### src/rtl/axi4_pkg.sv
// Shared AXI4 encodings, the 4 KB burst boundary and the burst-splitter state type.
package axi4_pkg;

  localparam logic [1:0] BURST_INCR = 2'b01;
  localparam logic [1:0] RESP_OKAY  = 2'b00;

  localparam int unsigned BOUNDARY_4K = 4096;

  typedef enum logic [1:0] {
    A_IDLE  = 2'd0,
    A_ISSUE = 2'd1,
    A_DONE  = 2'd2
  } a_state_e;

  // AxSIZE encoding for a bus of n bytes (n is a power of two).
  function automatic logic [2:0] arsize_from_bytes(input int unsigned n);
    for (int s = 0; s < 8; s++) begin
      if ((32'd1 << s) == n) return 3'(s);
    end
    return 3'd0;
  endfunction

endpackage

### src/rtl/axi4_read_burst_engine_if.sv
// Bus bundle of the read burst engine: command in, AR FIFO push, R FIFO pop, output stream.
// AXI4_READ_BURST_ENGINE_STATS_EN adds the statistics counters to the bundle.
interface axi4_read_burst_engine_if #(
  parameter int unsigned A = 32,
  parameter int unsigned N = 8,
  parameter int unsigned I = 1
);

  logic             cmd_valid;
  logic             cmd_ready;
  logic [A-1:0]     cmd_addr;
  logic [15:0]      cmd_beats;

  logic             ar_wr_full;
  logic             ar_wr_en;
  logic [A-1:0]     araddr;
  logic [7:0]       arlen;
  logic [2:0]       arsize;
  logic [1:0]       arburst;
  logic [I-1:0]     arid;

  logic             r_rd_empty;
  logic             r_rd_en;
  logic [8*N-1:0]   rdata;
  logic [1:0]       rresp;
  logic             rlast;
  logic [I-1:0]     rid;

  logic             dout_valid;
  logic             dout_ready;
  logic [8*N-1:0]   dout_data;
  logic             dout_last;
  logic             dout_err;
  logic             busy;

`ifdef AXI4_READ_BURST_ENGINE_STATS_EN
  logic [31:0]      stat_bursts;
  logic [31:0]      stat_beats;
  logic [31:0]      stat_stall_cycles;

  modport master (
    input  cmd_valid, cmd_addr, cmd_beats,
    output cmd_ready,
    input  ar_wr_full,
    output ar_wr_en, araddr, arlen, arsize, arburst, arid,
    input  r_rd_empty, rdata, rresp, rlast, rid,
    output r_rd_en,
    input  dout_ready,
    output dout_valid, dout_data, dout_last, dout_err, busy,
    output stat_bursts, stat_beats, stat_stall_cycles
  );

  modport slave (
    output cmd_valid, cmd_addr, cmd_beats,
    input  cmd_ready,
    output ar_wr_full,
    input  ar_wr_en, araddr, arlen, arsize, arburst, arid,
    output r_rd_empty, rdata, rresp, rlast, rid,
    input  r_rd_en,
    output dout_ready,
    input  dout_valid, dout_data, dout_last, dout_err, busy,
    input  stat_bursts, stat_beats, stat_stall_cycles
  );
`else
  modport master (
    input  cmd_valid, cmd_addr, cmd_beats,
    output cmd_ready,
    input  ar_wr_full,
    output ar_wr_en, araddr, arlen, arsize, arburst, arid,
    input  r_rd_empty, rdata, rresp, rlast, rid,
    output r_rd_en,
    input  dout_ready,
    output dout_valid, dout_data, dout_last, dout_err, busy
  );

  modport slave (
    output cmd_valid, cmd_addr, cmd_beats,
    input  cmd_ready,
    output ar_wr_full,
    input  ar_wr_en, araddr, arlen, arsize, arburst, arid,
    output r_rd_empty, rdata, rresp, rlast, rid,
    input  r_rd_en,
    output dout_ready,
    input  dout_valid, dout_data, dout_last, dout_err, busy
  );
`endif

endinterface

### src/rtl/axi4_burst_splitter.sv
// Cuts one linear read command into INCR bursts limited by MAX_BURST and the 4 KB boundary.
module axi4_burst_splitter
  import axi4_pkg::*;
#(
  parameter int unsigned A         = 32,
  parameter int unsigned N         = 8,
  parameter int unsigned MAX_BURST = 16
) (
  input  logic         clk_i,
  input  logic         rst_ni,
  input  logic         start_i,
  input  logic [A-1:0] addr_i,
  input  logic [15:0]  beats_i,
  input  logic         push_i,
  input  logic         done_i,
  output logic         issue_o,
  output logic [A-1:0] araddr_o,
  output logic [7:0]   arlen_o
);

  localparam int unsigned SZ   = int'(arsize_from_bytes(N));
  localparam logic [15:0] MAXB = 16'(MAX_BURST);

  // Beats that fit before the next 4 KB page, capped by MAX_BURST and what is left.
  function automatic logic [8:0] burst_beats(input logic [A-1:0] addr, input logic [15:0] rem);
    logic [15:0] room;
    logic [15:0] b;
    room = 16'((13'(BOUNDARY_4K) - {1'b0, addr[11:0]}) >> SZ);
    b    = rem;
    if (MAXB < b) b = MAXB;
    if (room < b) b = room;
    return 9'(b);
  endfunction

  a_state_e     state_q;
  logic [A-1:0] addr_q;
  logic [15:0]  rem_q;
  logic [7:0]   len_q;

  logic [8:0]   bb_cur;
  logic [A-1:0] addr_nx;
  logic [15:0]  rem_nx;
  logic [7:0]   len_nx;

  always_comb begin
    bb_cur  = burst_beats(addr_q, rem_q);
    addr_nx = addr_q + (A'(bb_cur) << SZ);
    rem_nx  = rem_q - 16'(bb_cur);
    len_nx  = 8'(burst_beats(addr_nx, rem_nx) - 9'd1);
  end

  // Length of the next burst is precomputed on each push so arlen is a plain register.
  always_ff @(posedge clk_i or negedge rst_ni) begin
    if (!rst_ni) begin
      state_q <= A_IDLE;
      addr_q  <= '0;
      rem_q   <= '0;
      len_q   <= '0;
    end else begin
      case (state_q)
        A_IDLE: begin
          if (start_i) begin
            addr_q  <= addr_i;
            rem_q   <= beats_i;
            len_q   <= 8'(burst_beats(addr_i, beats_i) - 9'd1);
            state_q <= A_ISSUE;
          end
        end
        A_ISSUE: begin
          if (push_i) begin
            addr_q <= addr_nx;
            rem_q  <= rem_nx;
            if (rem_nx == 16'd0) begin
              state_q <= A_DONE;
            end else begin
              len_q <= len_nx;
            end
          end
        end
        A_DONE: begin
          if (done_i) state_q <= A_IDLE;
        end
        default: state_q <= A_IDLE;
      endcase
    end
  end

  assign issue_o  = (state_q == A_ISSUE);
  assign araddr_o = addr_q;
  assign arlen_o  = len_q;

endmodule

### src/rtl/axi4_read_burst_engine.sv
// Read-command front end on the FIFO side of an AXI4 master: issues bursts, drains R as a stream.
// AXI4_READ_BURST_ENGINE_STATS_EN adds free-running burst/beat/stall counters.
module axi4_read_burst_engine
  import axi4_pkg::*;
#(
  parameter int unsigned A         = 32,
  parameter int unsigned N         = 8,
  parameter int unsigned I         = 1,
  parameter int unsigned ARID      = 0,
  parameter int unsigned MAX_BURST = 16,
  parameter int unsigned MAX_OUT   = 4
) (
  input  logic                  aclk,
  input  logic                  aresetn,
  axi4_read_burst_engine_if.master bus
);

  localparam logic [2:0]   ARSIZE_V  = arsize_from_bytes(N);
  localparam logic [I-1:0] ARID_V    = I'(ARID);
  localparam logic [3:0]   MAX_OUT_V = 4'(MAX_OUT);

  logic        cmd_ready_q;
  logic        busy_q;
  logic        err_q;
  logic [15:0] beats_left_q;
  logic [3:0]  out_q;

  logic        accept;
  logic        issue;
  logic        push;
  logic        dv;
  logic        pop;
  logic        last_beat;
  logic        final_pop;
  logic        burst_drained;

  // Zero-length commands are never accepted.
  assign accept = bus.cmd_valid & cmd_ready_q & (bus.cmd_beats != 16'd0);

  axi4_burst_splitter #(
    .A         (A),
    .N         (N),
    .MAX_BURST (MAX_BURST)
  ) u_splitter (
    .clk_i    (aclk),
    .rst_ni   (aresetn),
    .start_i  (accept),
    .addr_i   (bus.cmd_addr),
    .beats_i  (bus.cmd_beats),
    .push_i   (push),
    .done_i   (final_pop),
    .issue_o  (issue),
    .araddr_o (bus.araddr),
    .arlen_o  (bus.arlen)
  );

  assign push          = issue & ~bus.ar_wr_full & (out_q < MAX_OUT_V);
  assign dv            = ~bus.r_rd_empty & busy_q;
  assign pop           = dv & bus.dout_ready;
  assign last_beat     = dv & (beats_left_q == 16'd1);
  assign final_pop     = pop & last_beat;
  assign burst_drained = pop & bus.rlast;

  always_ff @(posedge aclk or negedge aresetn) begin
    if (!aresetn) begin
      cmd_ready_q  <= 1'b1;
      busy_q       <= 1'b0;
      err_q        <= 1'b0;
      beats_left_q <= '0;
    end else if (accept) begin
      cmd_ready_q  <= 1'b0;
      busy_q       <= 1'b1;
      err_q        <= 1'b0;
      beats_left_q <= bus.cmd_beats;
    end else begin
      if (pop) begin
        beats_left_q <= beats_left_q - 16'd1;
        if (bus.rresp[1]) err_q <= 1'b1;
      end
      if (final_pop) begin
        busy_q      <= 1'b0;
        cmd_ready_q <= 1'b1;
      end
    end
  end

  // A push and a last-beat pop in the same cycle cancel out.
  always_ff @(posedge aclk or negedge aresetn) begin
    if (!aresetn) begin
      out_q <= '0;
    end else begin
      case ({push, burst_drained})
        2'b10:   out_q <= out_q + 4'd1;
        2'b01:   out_q <= out_q - 4'd1;
        default: out_q <= out_q;
      endcase
    end
  end

  assign bus.cmd_ready  = cmd_ready_q;
  assign bus.ar_wr_en   = push;
  assign bus.arsize     = ARSIZE_V;
  assign bus.arburst    = BURST_INCR;
  assign bus.arid       = ARID_V;
  assign bus.r_rd_en    = pop;
  assign bus.dout_valid = dv;
  assign bus.dout_data  = bus.rdata;
  assign bus.dout_last  = last_beat;
  assign bus.dout_err   = err_q;
  assign bus.busy       = busy_q;

`ifdef AXI4_READ_BURST_ENGINE_STATS_EN
  logic [31:0] stat_bursts_q;
  logic [31:0] stat_beats_q;
  logic [31:0] stat_stall_q;

  always_ff @(posedge aclk or negedge aresetn) begin
    if (!aresetn) begin
      stat_bursts_q <= '0;
      stat_beats_q  <= '0;
      stat_stall_q  <= '0;
    end else begin
      stat_bursts_q <= stat_bursts_q + 32'(push);
      stat_beats_q  <= stat_beats_q + 32'(pop);
      stat_stall_q  <= stat_stall_q + 32'(busy_q & ~dv);
    end
  end

  assign bus.stat_bursts       = stat_bursts_q;
  assign bus.stat_beats        = stat_beats_q;
  assign bus.stat_stall_cycles = stat_stall_q;
`else
`endif

endmodule

### src/flat_wrapper.sv
// flat-port wrapper written by rule: the top's interface ports become plain ports
module axi4_read_burst_engine_flat import axi4_pkg::*;
#(
  parameter int unsigned A         = 32,
  parameter int unsigned N         = 8,
  parameter int unsigned I         = 1,
  parameter int unsigned ARID      = 0,
  parameter int unsigned MAX_BURST = 16,
  parameter int unsigned MAX_OUT   = 4
)
  (aclk, aresetn, bus_cmd_valid, bus_cmd_addr, bus_cmd_beats, bus_cmd_ready, bus_ar_wr_full, bus_ar_wr_en, bus_araddr, bus_arlen, bus_arsize, bus_arburst, bus_arid, bus_r_rd_empty, bus_rdata, bus_rresp, bus_rlast, bus_rid, bus_r_rd_en, bus_dout_ready, bus_dout_valid, bus_dout_data, bus_dout_last, bus_dout_err, bus_busy);
  axi4_read_burst_engine_if #(.A(A), .N(N), .I(I)) bus_i ();
  input  logic aclk;
  input  logic aresetn;
  input wire logic [$bits(bus_i.cmd_valid)-1:0] bus_cmd_valid;
  input wire logic [$bits(bus_i.cmd_addr)-1:0] bus_cmd_addr;
  input wire logic [$bits(bus_i.cmd_beats)-1:0] bus_cmd_beats;
  output wire logic [$bits(bus_i.cmd_ready)-1:0] bus_cmd_ready;
  input wire logic [$bits(bus_i.ar_wr_full)-1:0] bus_ar_wr_full;
  output wire logic [$bits(bus_i.ar_wr_en)-1:0] bus_ar_wr_en;
  output wire logic [$bits(bus_i.araddr)-1:0] bus_araddr;
  output wire logic [$bits(bus_i.arlen)-1:0] bus_arlen;
  output wire logic [$bits(bus_i.arsize)-1:0] bus_arsize;
  output wire logic [$bits(bus_i.arburst)-1:0] bus_arburst;
  output wire logic [$bits(bus_i.arid)-1:0] bus_arid;
  input wire logic [$bits(bus_i.r_rd_empty)-1:0] bus_r_rd_empty;
  input wire logic [$bits(bus_i.rdata)-1:0] bus_rdata;
  input wire logic [$bits(bus_i.rresp)-1:0] bus_rresp;
  input wire logic [$bits(bus_i.rlast)-1:0] bus_rlast;
  input wire logic [$bits(bus_i.rid)-1:0] bus_rid;
  output wire logic [$bits(bus_i.r_rd_en)-1:0] bus_r_rd_en;
  input wire logic [$bits(bus_i.dout_ready)-1:0] bus_dout_ready;
  output wire logic [$bits(bus_i.dout_valid)-1:0] bus_dout_valid;
  output wire logic [$bits(bus_i.dout_data)-1:0] bus_dout_data;
  output wire logic [$bits(bus_i.dout_last)-1:0] bus_dout_last;
  output wire logic [$bits(bus_i.dout_err)-1:0] bus_dout_err;
  output wire logic [$bits(bus_i.busy)-1:0] bus_busy;
  assign bus_i.cmd_valid = bus_cmd_valid;
  assign bus_i.cmd_addr = bus_cmd_addr;
  assign bus_i.cmd_beats = bus_cmd_beats;
  assign bus_cmd_ready = bus_i.cmd_ready;
  assign bus_i.ar_wr_full = bus_ar_wr_full;
  assign bus_ar_wr_en = bus_i.ar_wr_en;
  assign bus_araddr = bus_i.araddr;
  assign bus_arlen = bus_i.arlen;
  assign bus_arsize = bus_i.arsize;
  assign bus_arburst = bus_i.arburst;
  assign bus_arid = bus_i.arid;
  assign bus_i.r_rd_empty = bus_r_rd_empty;
  assign bus_i.rdata = bus_rdata;
  assign bus_i.rresp = bus_rresp;
  assign bus_i.rlast = bus_rlast;
  assign bus_i.rid = bus_rid;
  assign bus_r_rd_en = bus_i.r_rd_en;
  assign bus_i.dout_ready = bus_dout_ready;
  assign bus_dout_valid = bus_i.dout_valid;
  assign bus_dout_data = bus_i.dout_data;
  assign bus_dout_last = bus_i.dout_last;
  assign bus_dout_err = bus_i.dout_err;
  assign bus_busy = bus_i.busy;
  axi4_read_burst_engine #(.A(A), .N(N), .I(I), .ARID(ARID), .MAX_BURST(MAX_BURST), .MAX_OUT(MAX_OUT)) u_core (.aclk(aclk), .aresetn(aresetn), .bus(bus_i));
endmodule
### config.mk
export PLATFORM = sky130hd
export DESIGN_NAME = axi4_read_burst_engine_flat
export DESIGN_NICKNAME = d
export VERILOG_FILES = /design/src/rtl/axi4_pkg.sv /design/src/rtl/axi4_read_burst_engine_if.sv /design/src/rtl/axi4_burst_splitter.sv /design/src/rtl/axi4_read_burst_engine.sv /design/src/flat_wrapper.sv
export SDC_FILE = /design/constraint.sdc
export NUM_CORES = 1
export LEC_CHECK = 0
export BUFFER_PORTS_ARGS = -buffer_cell sky130_fd_sc_hd__buf_2
export CORE_UTILIZATION = 35
export DETAILED_ROUTE_END_ITERATION = 12
export PLACE_DENSITY = 0.58
export RECOVER_POWER = 50
export SETUP_SLACK_MARGIN = 0.3
export SLEW_MARGIN = 10
export SYNTH_ARGS = -nofsm -noshare
export SYNTH_HDL_FRONTEND = slang
export SYNTH_SLANG_ARGS = --single-unit
### constraint.sdc
create_clock -name aclk -period 7.7 [get_ports aclk]
set_input_delay 0 -clock aclk [delete_from_list [all_inputs] [get_ports aclk]]
set_output_delay 0 -clock aclk [all_outputs]
set_load 0.005 [all_outputs]
# Word level (Yosys, flattened, before mapping)
# Index checks and enable logic that the tools add are counted.
[word_totals]
inputBits = 122
ff_bits = 81
[op_classes]
bitwise_logic = 11
reduce_logical = 12
mux = 35
magnitude_cmp = 7
eq_ne = 10
add_sub_neg = 10
[ops]
columns = ["operator", "count"]
rows = [
  ["16-bit 2-to-1 mux", 9],
  ["32-bit 2-to-1 mux", 2],
  ["32-bit one-hot mux with 2 select lines", 1],
  ["8-bit 2-to-1 mux", 7],
  ["13-bit by 16-bit < comparator with 1-bit output", 3],
  ["5-bit by 16-bit < comparator with 1-bit output, first input constant", 3],
  ["13-bit by 12-bit subtractor with 14-bit output, first input constant", 3],
  ["32-bit by 12-bit adder with 32-bit output", 1],
  ["16-bit one-hot mux with 2 select lines", 1],
  ["16-bit by 1-bit equality test with 1-bit output, second input constant", 1],
  ["16-bit zero test", 1],
  ["8-bit one-hot mux with 2 select lines", 1],
  ["16-bit nonzero test", 1],
  ["16-bit by 1-bit subtractor with 16-bit output, second input constant", 1],
  ["16-bit by 9-bit subtractor with 16-bit output", 1],
  ["8-bit by 1-bit subtractor with 8-bit output, second input constant", 2],
  ["2-bit nonzero test", 5],
  ["1-bit bitwise AND", 9],
  ["9-bit 2-to-1 mux", 1],
  ["2-bit 2-to-1 mux", 4],
  ["4-bit one-hot mux with 2 select lines", 1],
  ["4-bit AND reduction", 2],
  ["1-bit 2-to-1 mux", 7],
  ["2-bit != test, second input constant", 3],
  ["11 further kinds", 15],
]

# Logic depth before layout (Yosys ltp)
# Gate-level depths: netlist of the first run.
[logic_depth]
word_depth = 13
mapped_depth = 40

# Modules after synthesis
# A second synthesis of the first run with hierarchy kept.
[hier_totals]
cells_unflattened = 930
hier_area_um2 = 7637.3
[by_module_without_submodules]
columns = ["module", "n_inst", "area_each_um2", "cells_per_inst"]
rows = [
  ["axi4_burst_splitter", 1, 5691.7, 712],
  ["axi4_read_burst_engine", 1, 1945.6, 218],
]

# Worst setup path before layout of the first run
# OpenSTA, ideal clock, no wires.
[synth_timing]
path_kind = "register -> register"
from = "register u_core.u_splitter.addr_q[0], in the netlist u_core.u_splitter.araddr_o[0]"
to = "register u_core.u_splitter.len_q[7], in the netlist u_core.u_splitter.arlen_o[7]"
period_less_slack_ps = 7563
arrival_time_ps = 7468
path_stages_with_launch = 35
slack_ps = 137
setup_time_ps = 95
cell_sequence = "dfrtp_1 -> nor3_1 -> nand2b_1 -> nor4_1 -> nand2b_1 -> nor4_1 -> xnor2_1 -> ha_1 -> a21oi_1 -> nand2_1 -> o21ai_0 -> nor2b_1 -> buf_2 -> mux2_2 -> ha_1 -> o211ai_2 -> a21oi_2 -> or3_4 -> a221oi_2 -> nand4_2 -> nor3_1 -> and3_1 -> inv_1 -> ha_1 -> a21o_1 -> a21oi_1 -> o221ai_1 -> o211ai_1 -> and2_1 -> clkbuf_1 -> or3_4 -> o211ai_4 -> nand2_4 -> o31a_1 -> o31ai_1"
[synth_via]
elab_chain_len = 12
elab_cells_between_ends = 17
cone_classes = "add/sub (5); order compare (3); eq/ne (1); mux (6); reduce/logical (2)"
[synth_rtl]
columns = ["element", "line_no", "source"]
rows = [
  ["start, declared", "axi4_burst_splitter.sv:36", "logic [A-1:0] addr_q;"],
  ["start signal, assigned", "axi4_burst_splitter.sv:63", "addr_q <= addr_i;"],
  ["start signal, assigned", "axi4_burst_splitter.sv:71", "addr_q <= addr_nx;"],
  ["parallel branches: the longest is 12 deep, another holds 32-bit by 12-bit adder with 32-bit output", "-", ""],
  ["end signal, assigned", "axi4_burst_splitter.sv:65", "len_q <= 8'(burst_beats(addr_i, beats_i) - 9'd1);"],
  ["end signal, assigned", "axi4_burst_splitter.sv:76", "len_q <= len_nx;"],
  ["end, declared", "axi4_burst_splitter.sv:38", "logic [7:0] len_q;"],
]
# Several ways; the timed one is not identified. The select of a mux whose other input is x is not followed.
# A chain may end at the register's enable or synchronous reset.

# Worst setup path in the final report of the first run
[layout_timing]
from = "register u_core.u_splitter.addr_q[2], in the netlist u_core.u_splitter.araddr_o[2]"
to = "register u_core.u_splitter.len_q[7], in the netlist u_core.u_splitter.arlen_o[7]"
# Same word-level chain as after synthesis.

==> results of run 1 <==
==> area by class of cell <==
cell class	count	share of cell area, %
Multi-Input combinational cell	749	55.1
Sequential cell	81	20.8
Timing Repair Buffer	231	16.2
Tap cell	275	3.53
Clock buffer	9	2.31
Inverter	32	1.26
Clock inverter	7	0.796
==> repair_timing <==
item / CTS / global route
pin swaps: 11 / 46
setup endpoints to repair: 8 / 8
endpoints found under the hold margin: 80 / 0
setup buffers: 7 / 12
gates resized for setup: 26 / 70
gates cloned: 1 / 0
hold buffers: 45 / 0
==> flip-flops by register name (all words and copies together) (netlist names) <==
name	count
u_core.out_q	4
u_core.u_splitter.araddr_o	32
u_core.u_splitter.rem_q	16
u_core.u_splitter.state_q	2
u_core.bus.busy	1
u_core.bus.dout_err	1
u_core.u_splitter.arlen_o	8
u_core.bus.cmd_ready	1
u_core.beats_left_q	16
==> worst max-delay path: cells and delay by family (launching register included) <==
kind | cells | cell delay [ps]
compound gates | 11 | 2040
simple gates | 16 | 2800
mux | 1 | 200
xor+xnor | 1 | 90
buf+inv | 5 | 630
fa+ha+maj | 4 | 1130
flops | 1 | 430
==> through the flow <==
stage / power [uW] / instance area (um^2) / setup slack, ps / TNS [ps]
after floorplan: 3390 / 7720 / 368 / 0
final: 5660 / 9750 / 256 / 0
after detailed placement: 4480 / 8380 / -43.5 / -67.8
after global placement: 4470 / 8380 / 75.1 / 0
after global routing: 6140 / 9750 / -192 / -904
after CTS: 5120 / 9330 / 311 / 0
==> per-layer routing <==
metal,track usage (%),share of wire [%],up-vias
li1,-,-,3646
met1,27.3,48,3519
met2,32.5,47,137
met3,2.65,3.3,22
met4,5.77,1.4,0
met5,0,0,-
==> power by group <==
group / internal (uW) / switching, uW / total [uW]
Clock: 255 / 199 / 454
Combinational: 1970 / 2380 / 4350
Sequential: 629 / 222 / 851
==> placed cells by master (no fill, tap or decap), drive strengths merged, types with 8 or more instances in the layout <==
cell / instances
a211oi: 9
a21o: 14
a21oi: 68
a31oi: 14
and2: 8
and3: 10
buf: 162
clkbuf: 33
conb: 21
dfrtp: 80
dlygate4sd3: 45
ha: 51
inv: 33
mux2: 8
nand2: 105
nand2b: 13
nand3: 28
nand4: 8
nor2: 89
nor2b: 10
nor3: 19
nor4: 22
o211ai: 12
o21a: 14
o21ai: 81
o22ai: 9
xnor2: 28
xor2: 21
==> path summary, 6_finish.rpt <==
check,start,end,cells after the start,slack [ps]
min in group asynchronous,aresetn,u_core.u_splitter.araddr_o[14],2,720
worst max register to register,u_core.u_splitter.araddr_o[2],u_core.u_splitter.arlen_o[7],38,260
worst max-delay path,u_core.u_splitter.araddr_o[2],u_core.u_splitter.arlen_o[7],38,260
worst min register to register,u_core.out_q[3],u_core.out_q[3],1,480
max in group asynchronous,aresetn,u_core.u_splitter.araddr_o[3],3,5370
worst min-delay path,bus_rdata[56],bus_dout_data[56],0,0.002
==> kinds of logic after synthesis <==
| logic type | Yosys count |
|---|---|
| AO/OA/AOI/OAI | 275 |
| XOR/XNOR | 49 |
| adder cells (fa/ha/maj) | 54 |
| buffers and inverters | 142 |
| flip-flops | 81 |
| multiplexers | 15 |
| other | 2 |
| AND/OR/NAND/NOR | 335 |
==> qor.csv, run 1 <==
metric,value,unit
largest family of logic cells by synthesized area,compound AO/OA/AOI/OAI gates,
nets,1280,
Synth Area in Simple Gates,21.7,%
Crit path largest cell delay,430,ps
Final Slew Violations,31,
Final Hold Vio Count,0,
Post-synth top cells,"104 x nand2_1, 89 x nor2_1, 80 x dfrtp_1",
min-delay worst type,in2out,
FP Rows,53,
Clock Pin Slew Worst Setup and Hold Paths,70,ps
slowest cell on the critical path,dfrtp_1,
router iterations before antenna repair,5,
Worst Path Arrival,7700,ps
Post-synth top flop,dfrtp_1,
hold slack,0.00178,ps
period utilization,96.7,%
IO buf count,102,
"Max FO, Critical Path",5,
top cell type's share of synthesized area,26.3,%
Compound-Gate Fraction of Synth Area,24.0,%
final wirelength,22000,um
die area,22400,um^2
Ports,239,
cell taking the most area after synthesis,dfrtp_1,
cell with the most instances after synthesis,nand2_1,
LEAKAGE,0.00413,uW
worst vdd ir,418,uV
clock tree buffer depth,2,
layout cells sized above 1,24.5,%
hpwl dp,15900,um
number of fill cells,2000,
"non-filler cells, final",1384,
adder-cell area share of the yosys netlist,9.17,%
CTS Buf Count,9,
largest net degree at the start of global routing,69,
synthesized flop and latch total,81,
fin util,46.1,%
"Clk Latency, worst-skew pair",360,ps
Area contributors post-synth,"dfrtp_1 26%, ha_1 8.4%, buf_4 6.9%",
Die Ht,150,um
H-tree Lvls,3,
multi-input logic area,5370,um^2
global-route wire length before repair,35300,um
Synth Area per Inst,7.99,um^2
max cap viols,1,
Clk Tree Root Cell,clkbuf_16,
Synth Instances,953,
PD cells,580,nW/um^2
GR Util All Layers,19.9,%
fmax,134,MHz
CP endpoint kind,register,
RSZ-0062 raised after global routing,yes,
"Worst Path Class, Setup",reg2reg,
ys async rst share,100,%
Clock Sinks,81,
slew of the pin with the lowest slew margin,1940,ps
Setup Skew,16.0,ps
Setup-failing EPs final,0,
initial antenna violation count,0,
"Req. time, crit path",7960,ps
gpl congestion,0.865,
GRT Residual Overflow,0,
failing checks,"capacitance limit, slew limit",
# placed instances,1303,
outcome,"finished, violations left",
vias in the first global route,6967,
CTS tree,yes,
Netlist cell types,82,
post-synth design cell area,7620,um^2
1st-iter DRT viols,500,
slew margin rel.,-29.0,%
sequential area share after synthesis,26.6,%
clock period minus worst slack,7440,ps
"EDFF count, synth",0,
"Area growth, synth to finish",28.0,%
CORE AREA,21200,um^2
Remaining DRCs,0,
vias per std cell,5.29,
routed length per placed instance,15.9,um
total area of sequential cells,2030,um^2
Post-Synth XOR/XNOR Area,5.63,%
mux cell area share after synthesis,2.10,%
startpoint types,register,
Ant. Diodes,0,
die width,150,um
Vias,7324,
yosys warns,0,
ANT nets after route,0,
Starting Density,36.0,%
Note: power is estimated with default switching activity, not from simulation.
==> inputs of run 2 (changes only) <==
--- a/config.mk
+++ b/config.mk
@@ -6,6 +6,7 @@
 export NUM_CORES = 1
 export LEC_CHECK = 0
 export BUFFER_PORTS_ARGS = -buffer_cell sky130_fd_sc_hd__buf_2
+export CORE_ASPECT_RATIO = 0.8
 export CORE_UTILIZATION = 35
 export DETAILED_ROUTE_END_ITERATION = 12
 export PLACE_DENSITY = 0.58
==> run 2 against run 1 <==
  * The flow still finishes with violations (capacitance limit, slew limit)
  * Clock power up 6.4%
  * Power grew 3.0%
  * Critical path depth decreased by 2
  * Largest cell class unchanged
  * Critical path type unchanged
  * Design area is 0.51% higher
==> qor.csv, run 2 (same netlist as run 1, synthesis figures left out) <==
metric,value,unit,change
H-tree Lvls,3,,unchanged
router iterations before antenna repair,5,,unchanged
die area,22400,um^2,about the same
routed length per placed instance,16.1,um,was 15.9 um
Post-Route Setup TNS,0,ps,unchanged
GR Util All Layers,20.3,%,was 19.9%
"Max FO, Critical Path",7,,was 5
CTS Buf Count,9,,unchanged
vias in the first global route,7130,,was 6967
CTS tree,yes,,unchanged
layout cells sized above 1,26.6,%,was 24.5%
global-route wire length before repair,36300,um,was 35300 um
Ant. Diodes,0,,unchanged
FP Rows,47,,was 53
multi-input logic area,5300,um^2,was 5370 um^2
vias per std cell,5.32,,was 5.29
"commonest non-fill, non-tap cell in the layout",nand2_1,,unchanged
Setup-failing EPs final,0,,unchanged
"non-filler cells, final",1391,,was 1384
startpoint types,register,,unchanged
slowest cell on the critical path,or4_4,,was dfrtp_1
LEAKAGE,0.00422,uW,was 0.00413 uW
nets,1293,,was 1280
clock period minus worst slack,7430,ps,was 7440 ps
Clock Pin Slew Worst Setup and Hold Paths,60,ps,was 70 ps
min-delay worst type,in2out,,unchanged
Starting Density,36.3,%,was 36.0%
outcome,"finished, violations left",,unchanged
Crit path largest cell delay,550,ps,was 430 ps
die width,167,um,was 150 um
Clock Sinks,81,,unchanged
initial antenna violation count,0,,unchanged
Final Slew Violations,32,,was 31
most frequent cells in the layout,"100 x nand2_1, 91 x buf_4, 89 x buf_2, 86 x nor2_1, 80 x dfrtp_1",,"was 104 x nand2_1, 87 x nor2_1, 80 x buf_2, 80 x dfrtp_1, 76 x buf_4"
"Area growth, synth to finish",28.6,%,was 28.0%
PD cells,595,nW/um^2,was 580 nW/um^2
number of fill cells,2087,,was 2000
Clk Tree Root Cell,clkbuf_16,,unchanged
Worst Path Arrival,7690,ps,was 7700 ps
Final Hold Vio Count,0,,unchanged
worst vdd ir,219,uV,was 418 uV
"Req. time, crit path",7950,ps,was 7960 ps
GRT Residual Overflow,0,,unchanged
slew of the pin with the lowest slew margin,1820,ps,was 1940 ps
Ports,239,,unchanged
final wirelength,22400,um,was 22000 um
failing checks,"capacitance limit, slew limit",,unchanged
CORE AREA,21000,um^2,was 21200 um^2
RSZ-0062 raised after global routing,yes,,unchanged
total area of sequential cells,2030,um^2,unchanged
"Worst Path Class, Setup",reg2reg,,unchanged
Remaining DRCs,0,,unchanged
Vias,7401,,was 7324
clock tree buffer depth,2,,unchanged
Die Ht,134,um,was 150 um
cells on worst reg2reg path,36,,was 38
CP endpoint kind,register,,unchanged
largest net degree at the start of global routing,69,,unchanged
# placed instances,1321,,was 1303
fmax,135,MHz,was 134 MHz
1st-iter DRT viols,500,,unchanged
slew margin rel.,-21.2,%,was -29.0%
period utilization,96.5,%,was 96.7%
worst hold path stage count,0,,unchanged
ANT nets after route,0,,unchanged
gpl congestion,0.886,,was 0.865
IO buf count,102,,unchanged
hpwl dp,16300,um,was 15900 um
"Clk Latency, worst-skew pair",360,ps,about the same
max reg flops,32,,unchanged
Setup Skew,11.5,ps,was 16.0 ps
max cap viols,1,,unchanged
-- run 2: changes by cell type in the layout (fill, tap and decap cells not counted), moves of 3 or more --
| cell | change |
|---|---|
| nand2_1 | -4 |
| clkbuf_1 | -9 |
| buf_4 | +15 |
| buf_2 | +9 |
| nand2_2 | +3 |
-- run 2: final cells by class --
type	instances	share of cell area [%]
multi-input cells	749	54.1
flip-flops and latches	81	20.7
well taps	269	3.44
repair buffers	244	17.2
inverters	32	1.23
clock buffers	10	2.34
clock inverters	6	0.932
-- run 2: layer usage --
layer	GRT usage, %	vias up	routed length, um
met5	0	-	0
met2	31.6	196	9840
met3	3.36	16	912
li1	-	3673	-
met1	29.0	3516	11300
met4	5.30	0	269
-- run 2: critical path: cells and delay by family (launching register included) --
family	cells	cell delay [ps]
flops	1	370
mux	1	270
buf+inv	4	500
compound gates	14	2470
fa+ha+maj	4	930
simple gates	13	2800
-- run 2: repair_timing --
action,CTS,global route
pin swaps,26,29
gates cloned,1,0
endpoints found under the setup margin,8,8
buffers inserted,4,4
gates resized for setup,40,48
hold buffers,45,0
endpoints found under the hold margin,80,0
-- run 2: metrics by stage --
stage / hold slack, ps / instance area [um^2] / worst slack (ps) / utilization (%) / total power (uW)
6_report: 0.00170 / 9800 / 266 / 46.7 / 5820
3_5_place_dp: -15.1 / 8550 / -67.9 / 40.7 / 4660
3_3_place_gp: -12.0 / 8550 / 168 / 40.7 / 4630
2_1_floorplan: -296 / 7720 / 368 / - / 3390
4_1_cts: 0.0346 / 9550 / 306 / 45.5 / 5440
5_1_grt: 0.00849 / 9800 / -119 / 46.7 / 6330
-- run 2: worst paths after layout --
| kind | start | slack, ps | endpoint |
|---|---|---|---|
| min | bus_rdata[35] | 0.002 | bus_dout_data[35] |
| min reg2reg | u_core.out_q[3] | 470 | u_core.out_q[3] |
| max in group asynchronous | aresetn | 5480 | u_core.u_splitter.araddr_o[11] |
| max | u_core.u_splitter.rem_q[1] | 270 | u_core.u_splitter.arlen_o[7] |
| min in group asynchronous | aresetn | 660 | u_core.beats_left_q[10] |
| max reg2reg | u_core.u_splitter.rem_q[1] | 270 | u_core.u_splitter.arlen_o[7] |
-- run 2: report_power, final --
part	leakage, uW	internal (uW)	switching (uW)
clock network	0.000157	286	196
logic	0.00312	2090	2410
registers	0.000948	630	216
total	0.00422	3000	2820
==> inputs of run 3 (changes only) <==
--- a/config.mk
+++ b/config.mk
@@ -7,9 +7,11 @@
 export LEC_CHECK = 0
 export BUFFER_PORTS_ARGS = -buffer_cell sky130_fd_sc_hd__buf_2
 export CORE_ASPECT_RATIO = 0.8
-export CORE_UTILIZATION = 35
+export CORE_MARGIN = 2
+export CORE_UTILIZATION = 48
+export CTS_BUF_LIST = sky130_fd_sc_hd__clkbuf_8 sky130_fd_sc_hd__clkbuf_16
 export DETAILED_ROUTE_END_ITERATION = 12
-export PLACE_DENSITY = 0.58
+export PLACE_DENSITY = 0.76
 export RECOVER_POWER = 50
 export SETUP_SLACK_MARGIN = 0.3
 export SLEW_MARGIN = 10
==> run 3 against run 2 <==
  * The flow still finishes with violations (capacitance limit, slew limit)
  * Maximum frequency shrank 2.6%
  * Non-clock buffer count rose by 7
  * Cell count fell by 3.4%
  * Critical path depth increased by 1
  * Register-to-register slack got worse by 200 ps
  * Utilization increased by 15 points
  * Hold slack about the same
  * Highest routed layer unchanged
  * Global-route usage increased by 6.0 points
  * Die area down 24%
  * Combinational power is 2% lower
  * Largest power group unchanged
  * Power is 2.7% lower
==> qor.csv, run 3 (same netlist as run 1, synthesis figures left out) <==
metric,value,unit,change
H-tree Lvls,3,,unchanged
max cap viols,1,,unchanged
Starting Density,48.7,%,was 36.3%
fmax,131,MHz,was 135 MHz
Final Hold Vio Count,0,,unchanged
ANT nets after route,0,,unchanged
slew margin rel.,-15.8,%,was -21.2%
nets,1300,,was 1293
Overall Power,5660,uW,was 5820 uW
worst hold path stage count,0,,unchanged
"Worst Path Class, Setup",reg2reg,,unchanged
layout cells sized above 1,25.2,%,was 26.6%
"commonest non-fill, non-tap cell in the layout",nand2_1,,unchanged
Remaining DRCs,0,,unchanged
"Area growth, synth to finish",26.8,%,was 28.6%
Ports,239,,unchanged
Post-Route Setup TNS,0,ps,unchanged
final wirelength,22400,um,about the same
PD cells,587,nW/um^2,was 595 nW/um^2
router iterations before antenna repair,6,,was 5
startpoint types,register,,unchanged
"Req. time, crit path",7950,ps,about the same
Setup-failing EPs final,0,,unchanged
Top delay family on crit path,compound AO/OA/AOI/OAI gates,,was simple AND/OR/NAND/NOR gates
Die Ht,117,um,was 134 um
slew of the pin with the lowest slew margin,1740,ps,was 1820 ps
"Clk Latency, worst-skew pair",360,ps,about the same
clock period minus worst slack,7630,ps,was 7430 ps
failing checks,"capacitance limit, slew limit",,unchanged
GR Util All Layers,26.3,%,was 20.3%
Setup WS pre-CTS,-46.2,ps,was -67.9 ps
routed length per placed instance,16.7,um,was 16.1 um
min-delay worst type,in2out,,unchanged
clock tree buffer depth,2,,unchanged
worst vdd ir,290,uV,was 219 uV
hold slack,0.00168,ps,was 0.00170 ps
"Max FO, Critical Path",8,,was 7
cells on worst reg2reg path,37,,was 36
Final Slew Violations,31,,was 32
"Buf+Inv Stages, Crit Path",6,,was 4
CP endpoint kind,register,,unchanged
Hold Path End,bus_dout_data[4],,was bus_dout_data[35]
outcome,"finished, violations left",,unchanged
Crit path largest cell delay,550,ps,about the same
FP Rows,41,,was 47
global-route wire length before repair,35000,um,was 36300 um
vias per std cell,5.71,,was 5.32
Ant. Diodes,0,,unchanged
worst reg2reg startpoint,u_core.u_splitter.rem_q[0],,was u_core.u_splitter.rem_q[1]
slack of the critical path,69.2,ps,was 266 ps
1st-iter DRT viols,519,,was 500
Critical Path Most Common Cell,buf_4,,
largest net degree at the start of global routing,69,,unchanged
GRT Residual Overflow,0,,unchanged
Clk Tree Root Cell,clkbuf_16,,unchanged
multi-input logic area,5240,um^2,was 5300 um^2
Worst Path Arrival,7880,ps,was 7690 ps
CTS Buf Count,9,,unchanged
die width,145,um,was 167 um
Clock Sinks,81,,unchanged
slowest cell on the critical path,or4_4,,unchanged
initial antenna violation count,0,,unchanged
max reg flops,32,,unchanged
hpwl dp,15200,um,was 16300 um
Setup Skew,11.5,ps,about the same
vias in the first global route,7177,,was 7130
"non-filler cells, final",1344,,was 1391
most frequent cells in the layout,"104 x nand2_1, 96 x buf_4, 87 x nor2_1, 80 x dfrtp_1, 78 x buf_2",,"was 100 x nand2_1, 91 x buf_4, 89 x buf_2, 86 x nor2_1, 80 x dfrtp_1"
Clock Pin Slew Worst Setup and Hold Paths,60,ps,about the same
CORE AREA,15600,um^2,was 21000 um^2
gpl congestion,0.904,,was 0.886
# placed instances,1263,,was 1321
period utilization,99.1,%,was 96.5%
LEAKAGE,0.00418,uW,was 0.00422 uW
RSZ-0062 raised after global routing,yes,,unchanged
die area,16900,um^2,was 22400 um^2
R2R Setup Slk,70,ps,was 270 ps
CTS tree,yes,,unchanged
IO buf count,102,,unchanged
Min-Delay Startpoint,bus_rdata[4],,was bus_rdata[35]
Vias,7678,,was 7401
FF-to-FF End,u_core.u_splitter.arlen_o[7],,unchanged
number of fill cells,1352,,was 2087
total area of sequential cells,2030,um^2,unchanged
## run 3: layer usage
metal	vias up	global-route usage, %	routed length (um)
met5	-	0	0
met4	0	7.77	543
met3	54	6.60	1400
met2	291	42.4	10500
met1	3636	35.0	9990
li1	3697	-	-
## run 3: worst reg2reg max path: cells and delay by family, from the launching register on
family	cells	cell delay [ps]
flops	1	390
simple gates	12	2370
mux	1	320
compound gates	15	2810
buf+inv	6	800
fa+ha+maj	3	850
## run 3: worst max-delay path by stage
stage,start,end,slack (ps),cells past startpoint
after global routing,u_core.u_splitter.rem_q[2],u_core.u_splitter.arlen_o[7],-210,36
final,u_core.u_splitter.rem_q[0],u_core.u_splitter.arlen_o[7],70,37
after global placement,u_core.u_splitter.rem_q[1],u_core.u_splitter.arlen_o[5],110,36
after detailed placement,u_core.u_splitter.rem_q[1],u_core.u_splitter.arlen_o[5],-50,38
after floorplan,u_core.u_splitter.rem_q[1],u_core.u_splitter.arlen_o[7],370,33
after CTS,u_core.u_splitter.rem_q[1],u_core.u_splitter.arlen_o[7],300,37
## run 3: power breakdown
group / internal, uW / switching (uW) / leakage [uW]
registers: 630 / 209 / 0.000948
clock network: 222 / 201 / 0.000132
logic: 2020 / 2390 / 0.00310
## run 3: area by class of cell
type | instances | area share [%]
Multi-Input combinational cell | 749 | 54.3
Tap cell | 215 | 2.79
Clock buffer | 9 | 2.33
Clock inverter | 7 | 0.570
Sequential cell | 81 | 21.0
Timing Repair Buffer | 251 | 17.8
Inverter | 32 | 1.24
## run 3: what timing repair did
item	in CTS	in global routing
buffers inserted	18	4
hold buffers	43	0
endpoints found under the setup margin	8	8
resized for setup	52	22
pin swaps	23	31
endpoints found under the hold margin	78	0
## run 3: metrics by stage
| stage | cell area (um^2) | util (%) |
|---|---|---|
| 2_1_floorplan | 7720 | - |
| 3_3_place_gp | 8450 | 54.0 |
| 3_5_place_dp | 8450 | 54.0 |
| 4_1_cts | 9560 | 61.1 |
| 5_1_grt | 9660 | 61.7 |
| 6_report | 9660 | 61.7 |
